===== src/rtl/counters_pkg.sv =====
// counters_pkg: shared types and constants for the 9-bit counter blocks.
package counters_pkg;
  typedef logic [8:0] cnt9_t;
  typedef enum logic [1:0] {IDLE, RUN, DONE} dc_state_t;
  localparam cnt9_t CNT9_ZERO = '0;
endpackage


===== src/rtl/sub9_downcounter_sub9.sv =====
// sub9: combinational 9-bit subtractor, z = x - y, bout set on underflow.
module sub9
  import counters_pkg::*;
(
  input  cnt9_t x,
  input  cnt9_t y,
  output cnt9_t z,
  output logic  bout
);
  logic cout;
  // Adder with inverted y and carry-in 1; a missing carry-out means a borrow.
  assign {cout, z} = {1'b0, x} + {1'b0, ~y} + 10'd1;
  assign bout = ~cout;
endmodule


===== src/rtl/sub9_downcounter.sv =====
// sub9_downcounter: loadable 9-bit down-counter stepping by STEP until exhausted.
module sub9_downcounter
  import counters_pkg::*;
#(
  parameter int WIDTH    = 9,
  parameter bit SATURATE = 1'b1
) (
  input  logic             clk,
  input  logic             rst_n,
  input  logic             load,
  input  logic [WIDTH-1:0] count_in,
  input  logic [WIDTH-1:0] step,
  input  logic             start,
  input  logic             enable,
  input  logic             abort,
  output logic [WIDTH-1:0] count,
  output logic             busy,
  output logic             borrow,
  output logic             tc,
  output logic             done
);
  logic [1:0] rst_sync;
  logic       rst_i_n;
  dc_state_t  state, state_d;
  cnt9_t      count_d, diff, res;
  logic       bout, borrow_d;
  // Reset asserts asynchronously but releases two clocks after rst_n rises.
  always_ff @(posedge clk or negedge rst_n)
    if (!rst_n) rst_sync <= 2'b00;
    else rst_sync <= {rst_sync[0], 1'b1};
  assign rst_i_n = rst_sync[1];
  sub9 u_sub9 (.x(count), .y(step), .z(diff), .bout(bout));
  assign res = (bout && SATURATE) ? CNT9_ZERO : diff;
  always_comb begin
    state_d  = state;
    count_d  = count;
    borrow_d = 1'b0;
    if (load) begin
      count_d = count_in;
      state_d = IDLE;
    end else begin
      case (state)
        IDLE: state_d = start ? RUN : IDLE;
        RUN:
          if (abort) state_d = IDLE;
          else if (enable) begin
            count_d  = res;
            borrow_d = bout;
            state_d  = (bout || res == CNT9_ZERO) ? DONE : RUN;
          end
        default: state_d = IDLE;
      endcase
    end
  end
  always_ff @(posedge clk or negedge rst_i_n)
    if (!rst_i_n) begin
      state  <= IDLE;
      count  <= CNT9_ZERO;
      borrow <= 1'b0;
    end else begin
      state  <= state_d;
      count  <= count_d;
      borrow <= borrow_d;
    end
  assign busy = state == RUN;
  assign done = state == DONE;
  assign tc   = count == CNT9_ZERO;
endmodule


===== config.mk =====
export PLATFORM = sky130hd
export DESIGN_NAME = sub9_downcounter
export DESIGN_NICKNAME = d
export VERILOG_FILES = /design/src/rtl/counters_pkg.sv /design/src/rtl/sub9_downcounter_sub9.sv /design/src/rtl/sub9_downcounter.sv
export SDC_FILE = /design/constraint.sdc
export NUM_CORES = 1
export LEC_CHECK = 0
export BUFFER_PORTS_ARGS = -buffer_cell sky130_fd_sc_hd__buf_2
export CORE_AREA = 2 2 70 72
export DETAILED_ROUTE_END_ITERATION = 7
export DIE_AREA = 0 0 72 74
export GPL_ROUTABILITY_DRIVEN = 1
export GPL_TIMING_DRIVEN = 0
export HOLD_SLACK_MARGIN = 0.15
export PLACE_DENSITY = 0.54
export SLEW_MARGIN = 10
export SYNTH_ARGS = -nofsm -noshare
export SYNTH_HDL_FRONTEND = slang
export SYNTH_SLANG_ARGS = --single-unit
export TNS_END_PERCENT = 1

===== constraint.sdc =====
create_clock -name clk -period 2.3 [get_ports clk]
set_clock_uncertainty 0.05 [all_clocks]
set_input_delay 0.23 -clock clk [delete_from_list [all_inputs] [get_ports clk]]
set_output_delay 0.23 -clock clk [all_outputs]
set_load 0.02 [all_outputs]

==> results.md, run 1 <==
Placed design:
- The routability congestion estimate from global placement is 0.732.
- The instance area after placement is 1350 um^2.
- During placement, the flow inserted port buffers numbering 36.
- The post-placement cell count is 218.
- The post-detailed-placement half-perimeter wirelength is 2290 um.

Final layout:
- In the final layout, the share of cells above drive strength 1 is 0.345.
- 0 antenna diodes ended up in the layout.
- With fillers left out, the area of the finished cells amounts to 1480 um^2.
- The finished layout holds 225 standard cells, fillers aside.
- In the final design database the tool counted 206 nets.
- Relative to the synthesized area, the layout overhead comes to 34.9%.

Timing:
- Across all hold checks on the routed design, the worst slack comes to 158 ps.
- The worst pin sits at a relative slew slack of 0.649.
- Subtracting the final worst setup slack from the clock period gives 2330 ps.
- The achievable frequency is 429 MHz.
- The number of hold-slack violations in the final timing report is 0.
- The number of max-slew violations in the final report is 0.
- At the pin with the least slew margin, the transition time is 527 ps.
- Setup repair after global routing could not meet its margin everywhere.
- The number of setup violations in the final report is 1.
- The share of the clock period used by the worst path is 1.01.
- Adding up every negative setup slack in the final design gives -32.6 ps.
- In the post-route analysis, the smallest setup slack over all paths is -32.6 ps.

Synth:
- For this run, the register share of the synthesized area comes to 0.320.
- The synthesized design contains 0 enable-type register cells.
- The gate count after technology mapping is 128.
- The library cell occupying the most area in the post-synthesis netlist is sky130_fd_sc_hd__dfrtp_1.
- Among all flip-flop cells after synthesis, the most frequent one is sky130_fd_sc_hd__dfrtp_1.
- Counting flops and latches in the post-synthesis netlist gives 14.
- By area the synthesized netlist is led by sky130_fd_sc_hd__dfrtp_1, sky130_fd_sc_hd__ha_1, sky130_fd_sc_hd__a21oi_1.
- Of all flip-flops after synthesis, the portion carrying an async set or reset was 1.00.
- The synthesized area is 1100 um^2.
- The count of synthesis-stage warnings from yosys is 0.
- Sorting the synthesized cells by how often they occur yields sky130_fd_sc_hd__a21oi_1, sky130_fd_sc_hd__inv_1, sky130_fd_sc_hd__nand2_1, sky130_fd_sc_hd__dfrtp_1, sky130_fd_sc_hd__nor2_1.
- Synthesis produced a netlist with a net count of 162.
- After synthesis, the mean cell area works out to 8.56 um^2.
- The post-synthesis cell type count is 35.
- The fraction of synthesized cell area taken by the top area cell type is 0.320.
- The dominant cell by count in the synthesized netlist is sky130_fd_sc_hd__a21oi_1.

Clock network:
- The maximum level of the CTS H-tree is 1.
- The clock slew at the register clock pins of the worst setup and hold paths is 60 ps.
- The clock passes through at most 2 buffers.
- The clock insertion delay at the later pin of the skew report is 240 ps.
- The number of sinks on the clock net is 14.
- The number of clock buffers inserted by TritonCTS is 3.
- The CTS tree is yes.
- CTS placed an instance of sky130_fd_sc_hd__clkbuf_8 at the clock tree root.

Worst setup path:
- The type of the setup path with the least slack is reg -> reg.
- The worst setup path is launched from a register.
- The end of the worst register-to-register path is state[0].
- Of all nets on the critical path, the largest fanout is 3.
- The worst reg2reg path startpoint is count[0].
- For the worst flop-to-flop path, the logic depth is 10.
- The worst setup slack for register-to-register paths is -30 ps.
- The critical path starts at count[0].
- The worst path arrival time is 2420 ps.
- For the worst setup path, the data required time is 2380 ps.
- The type of element capturing the critical path is a register.

Route:
- After the first detailed-routing iteration, the DRC count stood at 82.
- The wire length per cell after detailed routing is 12.6 um.
- In the routed design, unresolved DRC markers number 0.
- The first-pass detailed-route iteration total is 4.
- The count of nets left with antenna violations once routing finished came out at 0.
- The routed design has 2840 um of wire.
- Summing over every cut layer, the via total after detailed routing is 1045.
- The via density per instance is 4.64.

Min path:
- The path category of the worst min-delay check is in -> reg.
- The worst hold endpoint is count[7].
- The number of cells on the worst hold path is 3.
- The worst hold path begins at count_in[7].

Global routing:
- The global route total overflow is 0.
- The number of global-route vias before repair is 1000.
- The initial antenna violation count was 0.
- The global-route wire length before repair is 4570 um.
- For this run, the total global-route usage over all layers was measured as 0.111.
- The pin count of the biggest net entering global routing is 13.

Pwr:
- The sequential cell fraction of total power is 0.333.
- The share of total power dissipated in the clock network is 0.273.
- The power density relative to cell area is 594 nW/um^2.
- The cell internal power dissipation is 0.565 mW.
- Overall power consumption after layout is estimated at 0.879 mW.
- The logic gate share of total power is 0.394.
- The switching power is 0.314 mW.
- The leakage power is 0.697 nW.
- The switching share of power is 0.357.
- The worst-case IR drop observed on VDD is 0.000239 V.

Floorplan:
- The floorplan step defined a die boundary enclosing 5330 um^2.
- In this run the horizontal extent of the chip is 72 um.
- During I/O placement, the number of pins put on the boundary was 37.
- The starting utilization of the core area is 0.238.
- The total core area is 4600 um^2.
- The floorplan step set the die height to 74 um.
- The floorplan has 25 rows.

Flow run:
- Across the run, the number of max-cap violations was 0.

Status:
- The flow ran to the end, but the final reports show violations.
- The checks that failed: setup timing.
[power by group through the flow]
stage                     sequential (mW)  combinational [mW]  clock, mW
after floorplan                     0.312               0.209          0
after global placement              0.300               0.310          0
after detailed placement            0.299               0.310          0
after CTS                           0.294               0.329      0.245
after global routing                0.297               0.385      0.257
final                               0.293               0.346      0.240
[worst max-delay path by stage]
stage | endpoint | cells after the start
after floorplan | state[0] | 10
after global placement | state[0] | 10
after detailed placement | state[0] | 10
after CTS | state[0] | 10
after global routing | state[0] | 10
final | state[0] | 10
[cells by family (layout without fill, tap and decap cells)]
family                     Yosys count  after routing  share of synthesized area
and+or+nand+nor                     43             43                      0.201
AOI/OAI and AO/OA                   37             37                      0.249
buffers and inverters               17             60                     0.0582
DFF                                 14             14                      0.320
adders and majority gates           10             10                      0.121
xor gates and xnor gates             6              6                     0.0479
other                                1              1                    0.00342
[cell type report]
type	count	area, um^2
Fill cell	507	3120
Inverter	15	56.3
Buffer	2	7.51
Tap cell	54	67.6
Sequential cell	14	352
Clock buffer	4	55.1
Multi-Input combinational cell	97	733
Timing Repair Buffer	39	208
[sequential cells by signal, summed over array words and instances, names as in the netlist]
register / count
count: 9
rst_sync: 2
state: 2
borrow: 1
[worst max-delay path, stage by stage, from the launching register on]
cell	delay, ps
sky130_fd_sc_hd__dfrtp_2	400
sky130_fd_sc_hd__inv_2	60
sky130_fd_sc_hd__ha_4	130
sky130_fd_sc_hd__inv_2	30
sky130_fd_sc_hd__fa_2	350
sky130_fd_sc_hd__a21o_4	240
sky130_fd_sc_hd__a221oi_2	240
sky130_fd_sc_hd__o21bai_1	100
sky130_fd_sc_hd__xor2_1	160
sky130_fd_sc_hd__nand4b_1	220
sky130_fd_sc_hd__a31o_1	240
[metal layers]
layer,vias up,track usage,part of all wire
met4,0,0.0252,0.0042
met1,489,0.145,0.46
li1,527,-,-
met3,2,0.0285,0.048
met2,27,0.185,0.48
met5,-,0,0
[stage by stage]
stage	worst slack (ps)	util
final	-32.6	0.322
after detailed placement	-163	0.293
after CTS	-79.1	0.315
after global routing	-147	0.322
after floorplan	5.95	-
after global placement	-171	0.293
[repair_timing]
item,in CTS,in global routing
hold endpoints to repair,3,0
setup endpoints to repair,2,6
pin swaps,5,2
buffers inserted,1,0
hold buffers,2,0
resized for setup,3,7
[cells in the final DEF, fill, tap and decap left out, types with 3 or more instances in the layout]
cell type / n
sky130_fd_sc_hd__buf_2: 36
sky130_fd_sc_hd__nand2_1: 15
sky130_fd_sc_hd__a21oi_1: 15
sky130_fd_sc_hd__inv_1: 13
sky130_fd_sc_hd__dfrtp_1: 13
sky130_fd_sc_hd__nor2_1: 10
sky130_fd_sc_hd__ha_1: 8
sky130_fd_sc_hd__nor2b_1: 5
sky130_fd_sc_hd__xor2_1: 4
sky130_fd_sc_hd__clkbuf_8: 4
sky130_fd_sc_hd__o21ai_0: 3
(Power assumes the default switching activity.)
==> run 2: changes to the inputs <==
SETUP_SLACK_MARGIN = 0.4   (was default)
==> run 2 against run 1 <==
The flow still finishes with violations (setup timing). Routed wire length down 0.42%. Combinational power up 2%. Count of clock-buffer cells in the layout stayed put. Power grew 1.5%. Final area up 3.6%. Sequential share of layout area decreased by 0.59 points. Sequential power up 3%. First-iteration DRC count down 60%. Clock power is essentially flat. Highest routed layer is now met3.
==> results.md, run 2 (same netlist as run 1, synthesis figures left out) <==
Route:
- The wire length per cell after detailed routing is 12.4 um.
- After detailed routing, the number of remaining DRC violations is 0.
- In the routed layout, each cell is associated on average with a via count of 4.61.
- For this block, the initial DRC count from the detailed router was 33.
- The via count is 1051.
- For this block, the routed nets add up to 2820 um of wire.
- The first-pass detailed-route iteration total is 4.
- The remaining number of nets flagged by the antenna check after routing is 0.

Timing:
- The post-route worst hold slack is 147 ps.
- The worst setup slack after layout is -2.33 ps.
- The achievable frequency is 434 MHz.
- Setup repair after global routing could not meet its margin everywhere.
- The number of hold-slack violations in the final timing report is 0.
- The share of the clock period used by the worst path is 1.00.
- Setup violations remaining at the end of the flow were counted as 1.
- The number of max-slew violations in the final report is 0.
- The worst path in the final design needs a cycle of 2300 ps, including I/O delays and setup.
- After routing, the total negative slack on setup checks comes to -2.33 ps.

Clock network:
- The number of clock buffers inserted by TritonCTS is 3.
- The clock passes through at most 2 buffers.
- The clock slew at the register clock pins of the worst setup and hold paths is 60 ps.
- The cell sitting at the root of the clock tree is a sky130_fd_sc_hd__clkbuf_8.
- The number of sinks on the clock net is 14.
- The clock insertion delay at the later pin of the skew report is 250 ps.
- The maximum level of the CTS H-tree is 1.
- The CTS tree is yes.

Final layout:
- The antenna diode instance count is 0.
- The multi-input logic area is 761 um^2.
- The post-synthesis to final-layout area growth is 39.8%.
- count holds more flip-flops than any other register.
- After filler insertion, the fill cell instance count of the layout stands at 483.
- For this run, the number of standard cells in the final layout without fillers is 228.
- The final layout net count is 209.
- In the final layout, the registers with the most flip-flops are count: 9 flops, rst_sync: 2 flops, state: 2 flops.
- The share of cells above drive strength 1 is 0.391.
- In the layout the commonest cells are sky130_fd_sc_hd__buf_2, sky130_fd_sc_hd__a21oi_1, sky130_fd_sc_hd__nand2_1.
- The most frequent standard cell in the layout excluding fill and tap cells is sky130_fd_sc_hd__buf_2.
- The number of flip-flops under the largest register name is 9.
- In the final layout, flip-flops and latches occupy 355 um^2.

Global routing:
- The pin count of the biggest net entering global routing is 13.
- The global-route wire length before repair is 4820 um.
- The initial antenna violation count is 0.
- The number of global-route vias before repair is 1050.
- Global routing finished with a remaining overflow of 0.
- Across every metal layer, demand over resource in global routing totals 0.116.

Placed design:
- At the end of routability-driven placement, the weighted congestion stood at 0.748.
- The post-placement cell count is 218.
- The post-detailed-placement half-perimeter wirelength is 2270 um.
- The number of I/O port buffers is 36.

Pwr:
- The overall power consumption is 0.892 mW.
- The maximum vdd drop is 0.000310 V.
- For this design the static power due to leakage is 0.711 nW.
- Dividing total power by cell area gives a power density of 582 nW/um^2.

Status:
- The final reports fail on setup timing.
- The flow ran to the end, but the final reports show violations.

Min path:
- The path category of the worst min-delay check is reg -> async.

Floorplan:
- The count of boundary I/O pins is 37.
- The full die area is 5330 um^2.
- The number of placement rows is 25.
- From bottom edge to top edge, the die measures 74 um.
- The total core area is 4600 um^2.
- The initial utilization of the core area, before any placement, comes to 0.238.
- The horizontal die dimension is 72 um.

Worst setup path:
- The type of element capturing the critical path is a register.
- The critical path is of the reg -> reg type.
- The highest net fanout along the worst path is 3.
- In this run the worst setup path begins at count[0].
- The nature of the critical path startpoint is a register.
- The data required time at the worst endpoint is 2380 ps.
- For the worst setup path, the data arrival time is 2390 ps.
- The worst register-to-register path begins at count[0].

Flow run:
- The number of max-cap violations is 0.
-- run 2: changes by cell type in the layout (fill, tap and decap cells not counted), moves of 3 or more --
cell                      previous run  this run
sky130_fd_sc_hd__ha_1                8         5
sky130_fd_sc_hd__buf_4               1         4
sky130_fd_sc_hd__dfrtp_1            13        10
sky130_fd_sc_hd__ha_4                1         4
sky130_fd_sc_hd__dfrtp_2             1         4
-- run 2: path summary, 6_finish.rpt --
kind,to,slack (ps),cells past startpoint
worst min register to register,borrow,150,0
worst max register to register,state[0],-2,10
worst min-delay path,borrow,150,0
max in group asynchronous,count[3],1690,0
worst max-delay path,state[0],-2,10
min in group clk,count[8],160,3
-- run 2: where the power goes --
group | total [mW] | switching (mW) | internal [mW]
logic | 0.352 | 0.192 | 0.161
registers | 0.301 | 0.0326 | 0.268
clock network | 0.239 | 0.0875 | 0.152
total | 0.892 | 0.312 | 0.580
-- run 2: area by class of cell --
class / instances / share of cell area
Buffer: 2 / 0.00490
Timing Repair Buffer: 42 / 0.150
Tap cell: 54 / 0.0441
Clock buffer: 4 / 0.0359
Sequential cell: 14 / 0.232
Multi-Input combinational cell: 97 / 0.496
Inverter: 15 / 0.0367
-- run 2: layer usage --
metal  track usage  wire length [um]  vias up
li1              -                 -      536
met1         0.161              1400      486
met2         0.186              1250       29
met3        0.0366               164        0
met4       0.00629                 0        0
met5             0                 0        -
-- run 2: repair_timing --
action | 4_1_cts | 5_1_grt
pin swaps | 18 | 7
hold endpoints to repair | 3 | 0
buffers inserted | 4 | 0
endpoints found under the setup margin | 12 | 13
hold buffers | 2 | 0
gates resized for setup | 13 | 2
-- run 2: critical path, stage by stage (launching register included) --
cell                       delay (ps)
sky130_fd_sc_hd__dfrtp_2          410
sky130_fd_sc_hd__inv_2             60
sky130_fd_sc_hd__ha_4             120
sky130_fd_sc_hd__inv_2             30
sky130_fd_sc_hd__fa_2             330
sky130_fd_sc_hd__a21o_1           230
sky130_fd_sc_hd__a221oi_2         240
sky130_fd_sc_hd__o21bai_1         120
sky130_fd_sc_hd__xor2_1           160
sky130_fd_sc_hd__nand4b_1         220
sky130_fd_sc_hd__a31o_1           210
-- run 2: metrics by stage --
stage | util | instance area, um^2 | worst slack, ps
6_report | 0.333 | 1530 | -2.33
3_3_place_gp | 0.294 | 1350 | -89.6
3_5_place_dp | 0.294 | 1350 | -126
2_1_floorplan | - | 1110 | 61.0
4_1_cts | 0.331 | 1520 | -119
5_1_grt | 0.333 | 1530 | -150
